==> src/rtl/xfer_sequencer_if.sv <==
// xfer_sequencer_if: host/device control bus of the transaction sequencer.
//   master modport : the sequencer (takes start/start_addr/ack, drives strobes)
//   slave modport  : host command logic plus device port (the opposite side)
//   start, start_addr : host transaction request and its address
//   ack               : device acknowledge for the write phase
//   busy, ce, wr, req, rd, addr : device-side control bus
//   done, ready, timeout, err   : completion / status back to the host
interface xfer_sequencer_if #(
  parameter int unsigned ADDR_W = 8
) ();

  logic              start;
  logic [ADDR_W-1:0] start_addr;
  logic              ack;

  logic              busy;
  logic              ce;
  logic              wr;
  logic              req;
  logic              rd;
  logic [ADDR_W-1:0] addr;
  logic              done;
  logic              ready;
  logic              timeout;
  logic              err;

  modport master (
    input  start, start_addr, ack,
    output busy, ce, wr, req, rd, addr, done, ready, timeout, err
  );

  modport slave (
    output start, start_addr, ack,
    input  busy, ce, wr, req, rd, addr, done, ready, timeout, err
  );

endinterface

==> src/rtl/xfer_sequencer.sv <==
// xfer_sequencer: runs one ce / write-handshake / fixed read / done-ready
// transaction per accepted host start on a shared device port.
//   clk   : rising-edge clock
//   rst_n : asynchronous active-low reset, returns to RST_WAIT with all outputs 0
//   bus   : xfer_sequencer_if master modport (host request, device ack,
//           registered control strobes and status pulses)
// Every output flop is loaded from a decode of the next state, so each strobe
// is valid in the same cycle the state it belongs to is entered.
module xfer_sequencer #(
  parameter int unsigned ADDR_W  = 8,
  parameter int unsigned TIMEOUT = 100,
  parameter int unsigned CE_DLY  = 2,
  parameter int unsigned RD_HOLD = 2
) (
  input  logic                clk,
  input  logic                rst_n,
  xfer_sequencer_if.master    bus
);

  localparam int unsigned WCNT_W = (TIMEOUT < 1) ? 1 : $clog2(TIMEOUT + 1);
  localparam int unsigned PMAX   = (RD_HOLD > CE_DLY) ? RD_HOLD : CE_DLY;
  localparam int unsigned PCNT_W = $clog2(PMAX + 1);

  typedef enum logic [2:0] {
    S_RST_WAIT = 3'd0,
    S_IDLE     = 3'd1,
    S_CE_ON    = 3'd2,
    S_WR       = 3'd3,
    S_RD       = 3'd4,
    S_CLOSE    = 3'd5,
    S_READY    = 3'd6,
    S_ABORT    = 3'd7
  } state_e;

  state_e            state_q,   state_d;
  logic [WCNT_W-1:0] wcnt_q,    wcnt_d;
  logic [PCNT_W-1:0] pcnt_q,    pcnt_d;
  logic [ADDR_W-1:0] addr_q,    addr_d;
  logic              err_q,     err_d;
  logic              busy_q,    busy_d;
  logic              ce_q,      ce_d;
  logic              wr_q,      wr_d;
  logic              req_q,     req_d;
  logic              rd_q,      rd_d;
  logic              done_q,    done_d;
  logic              ready_q,   ready_d;
  logic              timeout_q, timeout_d;

  // State, counters, latched address and registered outputs.
  always_ff @(posedge clk or negedge rst_n) begin
    if (!rst_n) begin
      state_q   <= S_RST_WAIT;
      wcnt_q    <= '0;
      pcnt_q    <= '0;
      addr_q    <= '0;
      err_q     <= 1'b0;
      busy_q    <= 1'b0;
      ce_q      <= 1'b0;
      wr_q      <= 1'b0;
      req_q     <= 1'b0;
      rd_q      <= 1'b0;
      done_q    <= 1'b0;
      ready_q   <= 1'b0;
      timeout_q <= 1'b0;
    end else begin
      state_q   <= state_d;
      wcnt_q    <= wcnt_d;
      pcnt_q    <= pcnt_d;
      addr_q    <= addr_d;
      err_q     <= err_d;
      busy_q    <= busy_d;
      ce_q      <= ce_d;
      wr_q      <= wr_d;
      req_q     <= req_d;
      rd_q      <= rd_d;
      done_q    <= done_d;
      ready_q   <= ready_d;
      timeout_q <= timeout_d;
    end
  end

  // Next-state, counter and status logic.
  always_comb begin
    state_d = state_q;
    wcnt_d  = wcnt_q;
    pcnt_d  = pcnt_q;
    addr_d  = addr_q;
    err_d   = err_q;

    unique case (state_q)
      // pcnt counts sampled edges since reset release.
      S_RST_WAIT: begin
        if (pcnt_q == PCNT_W'(CE_DLY - 1)) begin
          state_d = S_IDLE;
          pcnt_d  = '0;
        end else begin
          pcnt_d  = pcnt_q + PCNT_W'(1);
        end
      end

      S_IDLE: begin
        if (bus.start) begin
          addr_d  = bus.start_addr;
          err_d   = 1'b0;
          state_d = S_CE_ON;
        end
      end

      S_CE_ON: begin
        wcnt_d  = '0;
        state_d = S_WR;
      end

      // wcnt holds the number of WR cycles already spent without ack;
      // ack wins over the timeout in the last allowed cycle.
      S_WR: begin
        if (bus.ack) begin
          pcnt_d  = '0;
          state_d = S_RD;
        end else if (wcnt_q == WCNT_W'(TIMEOUT - 1)) begin
          err_d   = 1'b1;
          state_d = S_ABORT;
        end else begin
          wcnt_d  = wcnt_q + WCNT_W'(1);
        end
      end

      S_RD: begin
        if (pcnt_q == PCNT_W'(RD_HOLD - 1)) begin
          pcnt_d  = '0;
          state_d = S_CLOSE;
        end else begin
          pcnt_d  = pcnt_q + PCNT_W'(1);
        end
      end

      S_CLOSE: state_d = S_READY;
      S_READY: state_d = S_IDLE;
      S_ABORT: state_d = S_IDLE;

      default: state_d = S_RST_WAIT;
    endcase
  end

  // Output decode of the state being entered.
  always_comb begin
    busy_d    = 1'b0;
    ce_d      = 1'b0;
    wr_d      = 1'b0;
    req_d     = 1'b0;
    rd_d      = 1'b0;
    done_d    = 1'b0;
    ready_d   = 1'b0;
    timeout_d = 1'b0;

    unique case (state_d)
      S_CE_ON: begin
        busy_d = 1'b1;
        ce_d   = 1'b1;
      end
      S_WR: begin
        busy_d = 1'b1;
        ce_d   = 1'b1;
        wr_d   = 1'b1;
        req_d  = 1'b1;
      end
      S_RD: begin
        busy_d = 1'b1;
        ce_d   = 1'b1;
        rd_d   = 1'b1;
      end
      // ce drops here, one cycle after the last rd cycle.
      S_CLOSE: begin
        busy_d = 1'b1;
        done_d = 1'b1;
      end
      S_READY: begin
        busy_d  = 1'b1;
        ready_d = 1'b1;
      end
      S_ABORT: timeout_d = 1'b1;
      default: ;
    endcase
  end

  assign bus.busy    = busy_q;
  assign bus.ce      = ce_q;
  assign bus.wr      = wr_q;
  assign bus.req     = req_q;
  assign bus.rd      = rd_q;
  assign bus.addr    = addr_q;
  assign bus.done    = done_q;
  assign bus.ready   = ready_q;
  assign bus.timeout = timeout_q;
  assign bus.err     = err_q;

endmodule

==> src/flat_wrapper.sv <==
// flat-port wrapper written by rule: the top's interface ports become plain ports
module xfer_sequencer_flat 
#(
  parameter int unsigned ADDR_W  = 8,
  parameter int unsigned TIMEOUT = 100,
  parameter int unsigned CE_DLY  = 2,
  parameter int unsigned RD_HOLD = 2
)
  (clk, rst_n, bus_start, bus_start_addr, bus_ack, bus_busy, bus_ce, bus_wr, bus_req, bus_rd, bus_addr, bus_done, bus_ready, bus_timeout, bus_err);
  xfer_sequencer_if #(.ADDR_W(ADDR_W)) bus_i ();
  input  logic clk;
  input  logic rst_n;
  input wire logic [$bits(bus_i.start)-1:0] bus_start;
  input wire logic [$bits(bus_i.start_addr)-1:0] bus_start_addr;
  input wire logic [$bits(bus_i.ack)-1:0] bus_ack;
  output wire logic [$bits(bus_i.busy)-1:0] bus_busy;
  output wire logic [$bits(bus_i.ce)-1:0] bus_ce;
  output wire logic [$bits(bus_i.wr)-1:0] bus_wr;
  output wire logic [$bits(bus_i.req)-1:0] bus_req;
  output wire logic [$bits(bus_i.rd)-1:0] bus_rd;
  output wire logic [$bits(bus_i.addr)-1:0] bus_addr;
  output wire logic [$bits(bus_i.done)-1:0] bus_done;
  output wire logic [$bits(bus_i.ready)-1:0] bus_ready;
  output wire logic [$bits(bus_i.timeout)-1:0] bus_timeout;
  output wire logic [$bits(bus_i.err)-1:0] bus_err;
  assign bus_i.start = bus_start;
  assign bus_i.start_addr = bus_start_addr;
  assign bus_i.ack = bus_ack;
  assign bus_busy = bus_i.busy;
  assign bus_ce = bus_i.ce;
  assign bus_wr = bus_i.wr;
  assign bus_req = bus_i.req;
  assign bus_rd = bus_i.rd;
  assign bus_addr = bus_i.addr;
  assign bus_done = bus_i.done;
  assign bus_ready = bus_i.ready;
  assign bus_timeout = bus_i.timeout;
  assign bus_err = bus_i.err;
  xfer_sequencer #(.ADDR_W(ADDR_W), .TIMEOUT(TIMEOUT), .CE_DLY(CE_DLY), .RD_HOLD(RD_HOLD)) u_core (.clk(clk), .rst_n(rst_n), .bus(bus_i));
endmodule
==> config.mk <==
export PLATFORM = sky130hd
export DESIGN_NAME = xfer_sequencer_flat
export DESIGN_NICKNAME = d
export VERILOG_FILES = /design/src/rtl/xfer_sequencer_if.sv /design/src/rtl/xfer_sequencer.sv /design/src/flat_wrapper.sv
export SDC_FILE = /design/constraint.sdc
export NUM_CORES = 1
export LEC_CHECK = 0
export ABC_CLOCK_PERIOD_IN_PS = 4280
export CAP_MARGIN = 20
export CORE_MARGIN = 2
export CORE_UTILIZATION = 53
export DETAILED_ROUTE_END_ITERATION = 12
export PLACE_DENSITY_LB_ADDON = 0.12
export SLEW_MARGIN = 20
export SYNTH_ARGS = -nofsm -noshare
export SYNTH_HDL_FRONTEND = slang
export SYNTH_SLANG_ARGS = --single-unit
==> constraint.sdc <==
create_clock -name clk -period 4.28 [get_ports clk]
set_input_delay 1.07 -clock clk [delete_from_list [all_inputs] [get_ports clk]]
set_output_delay 1.07 -clock clk [all_outputs]
set_load 0.01 [all_outputs]
# Word level (Yosys, flattened, before mapping)
# Index checks and enable logic that the tools add are counted.
# W data, S select, Z words.
[word_totals]
ff_bits = 28
input_bits = 12
output_inout_bits = 17
elab_cells = 69
[op_classes]
add_sub_neg = 2
n_eq_ne = 20
n_mux = 23
reduce_logical = 12
[op_table]
columns = ["operator", "count"]
rows = [
  ["$eq A3 B3 Y1 const B", 8],
  ["$pmux W3 S7", 1],
  ["$mux W3", 5],
  ["$mux W7", 2],
  ["$pmux W7 S2", 1],
  ["$eq A3 B2 Y1 const B", 4],
  ["$mux W1", 10],
  ["$ne A2 B2 Y1 const B", 4],
  ["$add A7 B1 Y7 const B", 1],
  ["$eq A7 B7 Y1 const B", 1],
  ["$reduce_bool A2 Y1", 3],
  ["$reduce_or A5 Y1", 1],
  ["$mux W2", 2],
  ["$pmux W2 S2", 1],
  ["$reduce_and A2 Y1", 2],
  ["$reduce_and A4 Y1", 1],
  ["$reduce_or A2 Y1", 2],
  ["$eq A3 B1 Y1 const B", 1],
  ["$logic_not A3 Y1", 1],
  ["$reduce_and A3 Y1", 1],
  ["$reduce_or A3 Y1", 1],
  ["$add A2 B1 Y2 const B", 1],
  ["$eq A2 B1 Y1 const B", 1],
  ["$ne A2 B1 Y1 const B", 1],
  ["$pmux W1 S2", 1],
]

# Longest topological paths before layout
[depth]
ltp_word = 7
ltp_mapped = 7

# Worst setup path before layout
# No wires, ideal clock.
[synth_timing]
path_type = "input to register"
startpoint = "input port bus_start"
endpoint = "register u_core.wcnt_q[3]"
setup_time_ns = 0.077
t_arrival_ns = 2.300
required_time_ns = 4.203
path_slack_ns = 1.902
path_stages = 6
path_buffers = 1
path_cell_list = "o21a_1 -> o2111a_1 -> o31a_1 -> buf_6 -> or3_1 -> a21oi_1"
[synth_rtl]
columns = ["element", "line", "rtl"]
rows = [
  ["start: declaration", "flat_wrapper.sv:13", "input wire logic [$bits(bus_i.start)-1:0] bus_start;"],
  ["end signal: assignment", "xfer_sequencer.sv:67", "wcnt_q <= wcnt_d;"],
  ["end: declaration", "xfer_sequencer.sv:36", "logic [WCNT_W-1:0] wcnt_q, wcnt_d;"],
]

==> metrics.txt <==
status finished clean; Post-DP Area 1579 µm²; Synth Area in Simple Gates 19.69%; Area contributors post-synth dfrtp_1, mux2_2, o21ai_0, nand2b_1, a21oi_1; CTS tree done; Port Buffers 28; critical path class input pin to register; RSZ-0062 raised after global routing no; fillers 179; worst hold slack 0.5166 ns; via/cell ratio 5.626; Worst Setup End Kind register; post-synthesis mux area share 6.950%; drt total wl 2425 µm; deepest clock path buffer count 2; relative slew slack 51.32%; DIE AREA 2857 µm²; Max Clk Rate 374.7 MHz; Worst-path clk slew 0.15 ns; Final Cycle Share 62.36%; Core Util, Final 72.36%; Req. time, crit path 4.53 ns; total gr overflow 0; sequential share of power 41.9%; Root Buffer clkbuf_4; Synth Instances 120; dpl cells 170; Setup Buffers After CTS 0; fin nets 160; internal reg-to-reg setup slack 2.12 ns; ys async rst share 100.0%; WL per Instance 13.94 µm; multi-input logic area 540.5 µm²; kind of start point of the critical path input pin; Layout area overhead 25.87%; Seq cells post-synth 28; combinational power share 42.1%; Critical Path, Cell by Cell clkdlybuf4s50_1, o21a_1, o2111a_1, o31a_1, or3_1, a21oi_1; cts bufs inserted 3; largest area contributor in the netlist dfrtp_1; xor and xnor area share after synthesis 0%; Setup TNS 0 ns; Skew-Pair Late Insertion Delay 0.31 ns; synth warn 0; largest family of logic cells by synthesized area simple AND/OR/NAND/NOR gates; Max Cap Viol 0; pwr/cell area 639.5 nW/µm²; hold buffer count at cts 0; area share of the largest cell type after synthesis 54.05%; Slew @ Worst Pin 0.7270 ns; Avg Inst Size Synth 10.80 µm²; VDD IR max 0.3712 mV; first-pass iteration count of the detailed router 4; Post-DP HPWL 1827 µm; CP max stage delay 0.51 ns; highest fanout seen on the critical path 11; Die H 53.46 µm; CORE AREA 2255 µm²; clock share of power 16.0%; Sw Share 34.26%; antenna violations before repair 0; Final Hold Fails 0; I/O pins 29; via count 979; cell area after layout 1632 µm²; CTS Sinks 28; share of cells above drive strength 1 9.589%; Synth Area in Adders 0.9653%; initial core utilization 57.49%; Ant. Diodes 0; register area share after synthesis 54.05%; H-tree depth 1; Clock Skew 0.007857 ns; FP Rows 17; Placer Congestion 0.8432; Post-Syn Nets 133; internal power 0.6859 mW; slowest CP cell clkdlybuf4s50_1; global-route wire length before repair 4160 µm; setup violators final 0; Mapped Area 1296 µm²; vias in the first global route 938; ys flop type dfrtp_1; max-slew violations 0; Initial DRC Count 8; Total GRT Usage 20.10%; Netlist cell types 36; switching pwr 0.3574 mW; Antenna Nets Post-Route 0; crit path time final 2.669 ns; largest net degree at the start of global routing 29; Compound-Gate Fraction of Synth Area 14.09%; chip width 53.46 µm; non-filler cells, final 174; hold crit path type register to register; Post-synth EDFFs 0; Pleak 0.6777 nW; Worst EP arrival 2.91 ns; storage element area 700.7 µm²; Residual DRC 0; cells resized by post-CTS repair 0
[routing by layer]
metal	vias up	wire (µm)	part of all wire, %	GRT usage, %
li1	487	-	-	-
met1	475	1023	42	25.64
met2	15	1315	54	34.98
met3	2	68	2.8	3.390
met4	0	17	0.70	5.128
met5	-	0	0	0
[through the flow]
stage          power [mW]  worst slack (ns)
2_1_floorplan      0.7193             1.902
3_3_place_gp       0.8702             1.358
3_5_place_dp       0.8849             1.284
4_1_cts             1.056             1.630
5_1_grt             1.127             1.540
6_report            1.043             1.611
[area by class of cell]
type | count | share of cell area [%]
clock buffers | 3 | 1.380
clock inverters | 1 | 1.840
inverters | 4 | 0.9202
multi-input cells | 81 | 33.13
flip-flops and latches | 28 | 42.94
well taps | 28 | 2.147
repair buffers | 29 | 17.64
[power by group through the flow]
stage / sequential (mW) / clock (mW) / combinational (mW)
floorplan: 0.436 / 0 / 0.283
global placement: 0.437 / 0 / 0.433
detailed placement: 0.443 / 0 / 0.442
CTS: 0.437 / 0.175 / 0.444
global route: 0.454 / 0.187 / 0.487
finish: 0.437 / 0.167 / 0.439
[cells by family after synthesis]
kind of cell | after synthesis
adders and majority gates | 1
buffers and inverters | 11
muxes | 8
DFF | 28
and+or+nand+nor | 43
AOI/OAI and AO/OA | 29
[Yosys cell counts, drive strengths merged, types with 3 or more instances]
cell type,number
a21oi,7
buf,4
clkbuf,3
dfrtp,28
inv,4
mux2,8
nand2,5
nand2b,6
nand4,3
nor2,6
nor3,4
o21ai,11
or3,5
[placed cells by master, fill, tap and decap left out, types with 5 or more instances in the layout]
cell and count:
mux2_2 8, or3_1 5, nand2b_1 6, a21oi_1 7, dfrtp_1 28, nor2_1 6
nand2_1 5, o21ai_0 11, clkdlybuf4s50_1 28
[final timing paths]
| check | start | to | depth (start not counted) |
|---|---|---|---|
| worst max-delay path | bus_start | u_core.wcnt_q[3] | 6 |
| worst min-delay path | u_core.bus.err | u_core.bus.err | 2 |
| worst max register to register | u_core.state_q[1] | u_core.wcnt_q[3] | 5 |
| worst min register to register | u_core.bus.err | u_core.bus.err | 2 |
| max in group asynchronous | rst_n | u_core.bus.addr[0] | 2 |
| min in group asynchronous | rst_n | u_core.wcnt_q[0] | 2 |
[sequential cells by signal, indices dropped and copies added (netlist names)]
| name | flops |
|---|---|
| u_core.pcnt_q | 2 |
| u_core.bus.ce | 1 |
| u_core.bus.timeout | 1 |
| u_core.bus.wr | 1 |
| u_core.bus.ready | 1 |
| u_core.bus.addr | 8 |
| u_core.wcnt_q | 7 |
| u_core.bus.busy | 1 |
| u_core.bus.err | 1 |
| u_core.bus.rd | 1 |
| u_core.state_q | 3 |
| u_core.bus.done | 1 |
[critical path, delay by kind of cell]
family / cells / cell delay [ns]
buffers and inverters: 1 / 0.51
AO/OA/AOI/OAI: 4 / 0.96
AND/OR/NAND/NOR: 1 / 0.37
(Power assumes the default switching activity.)
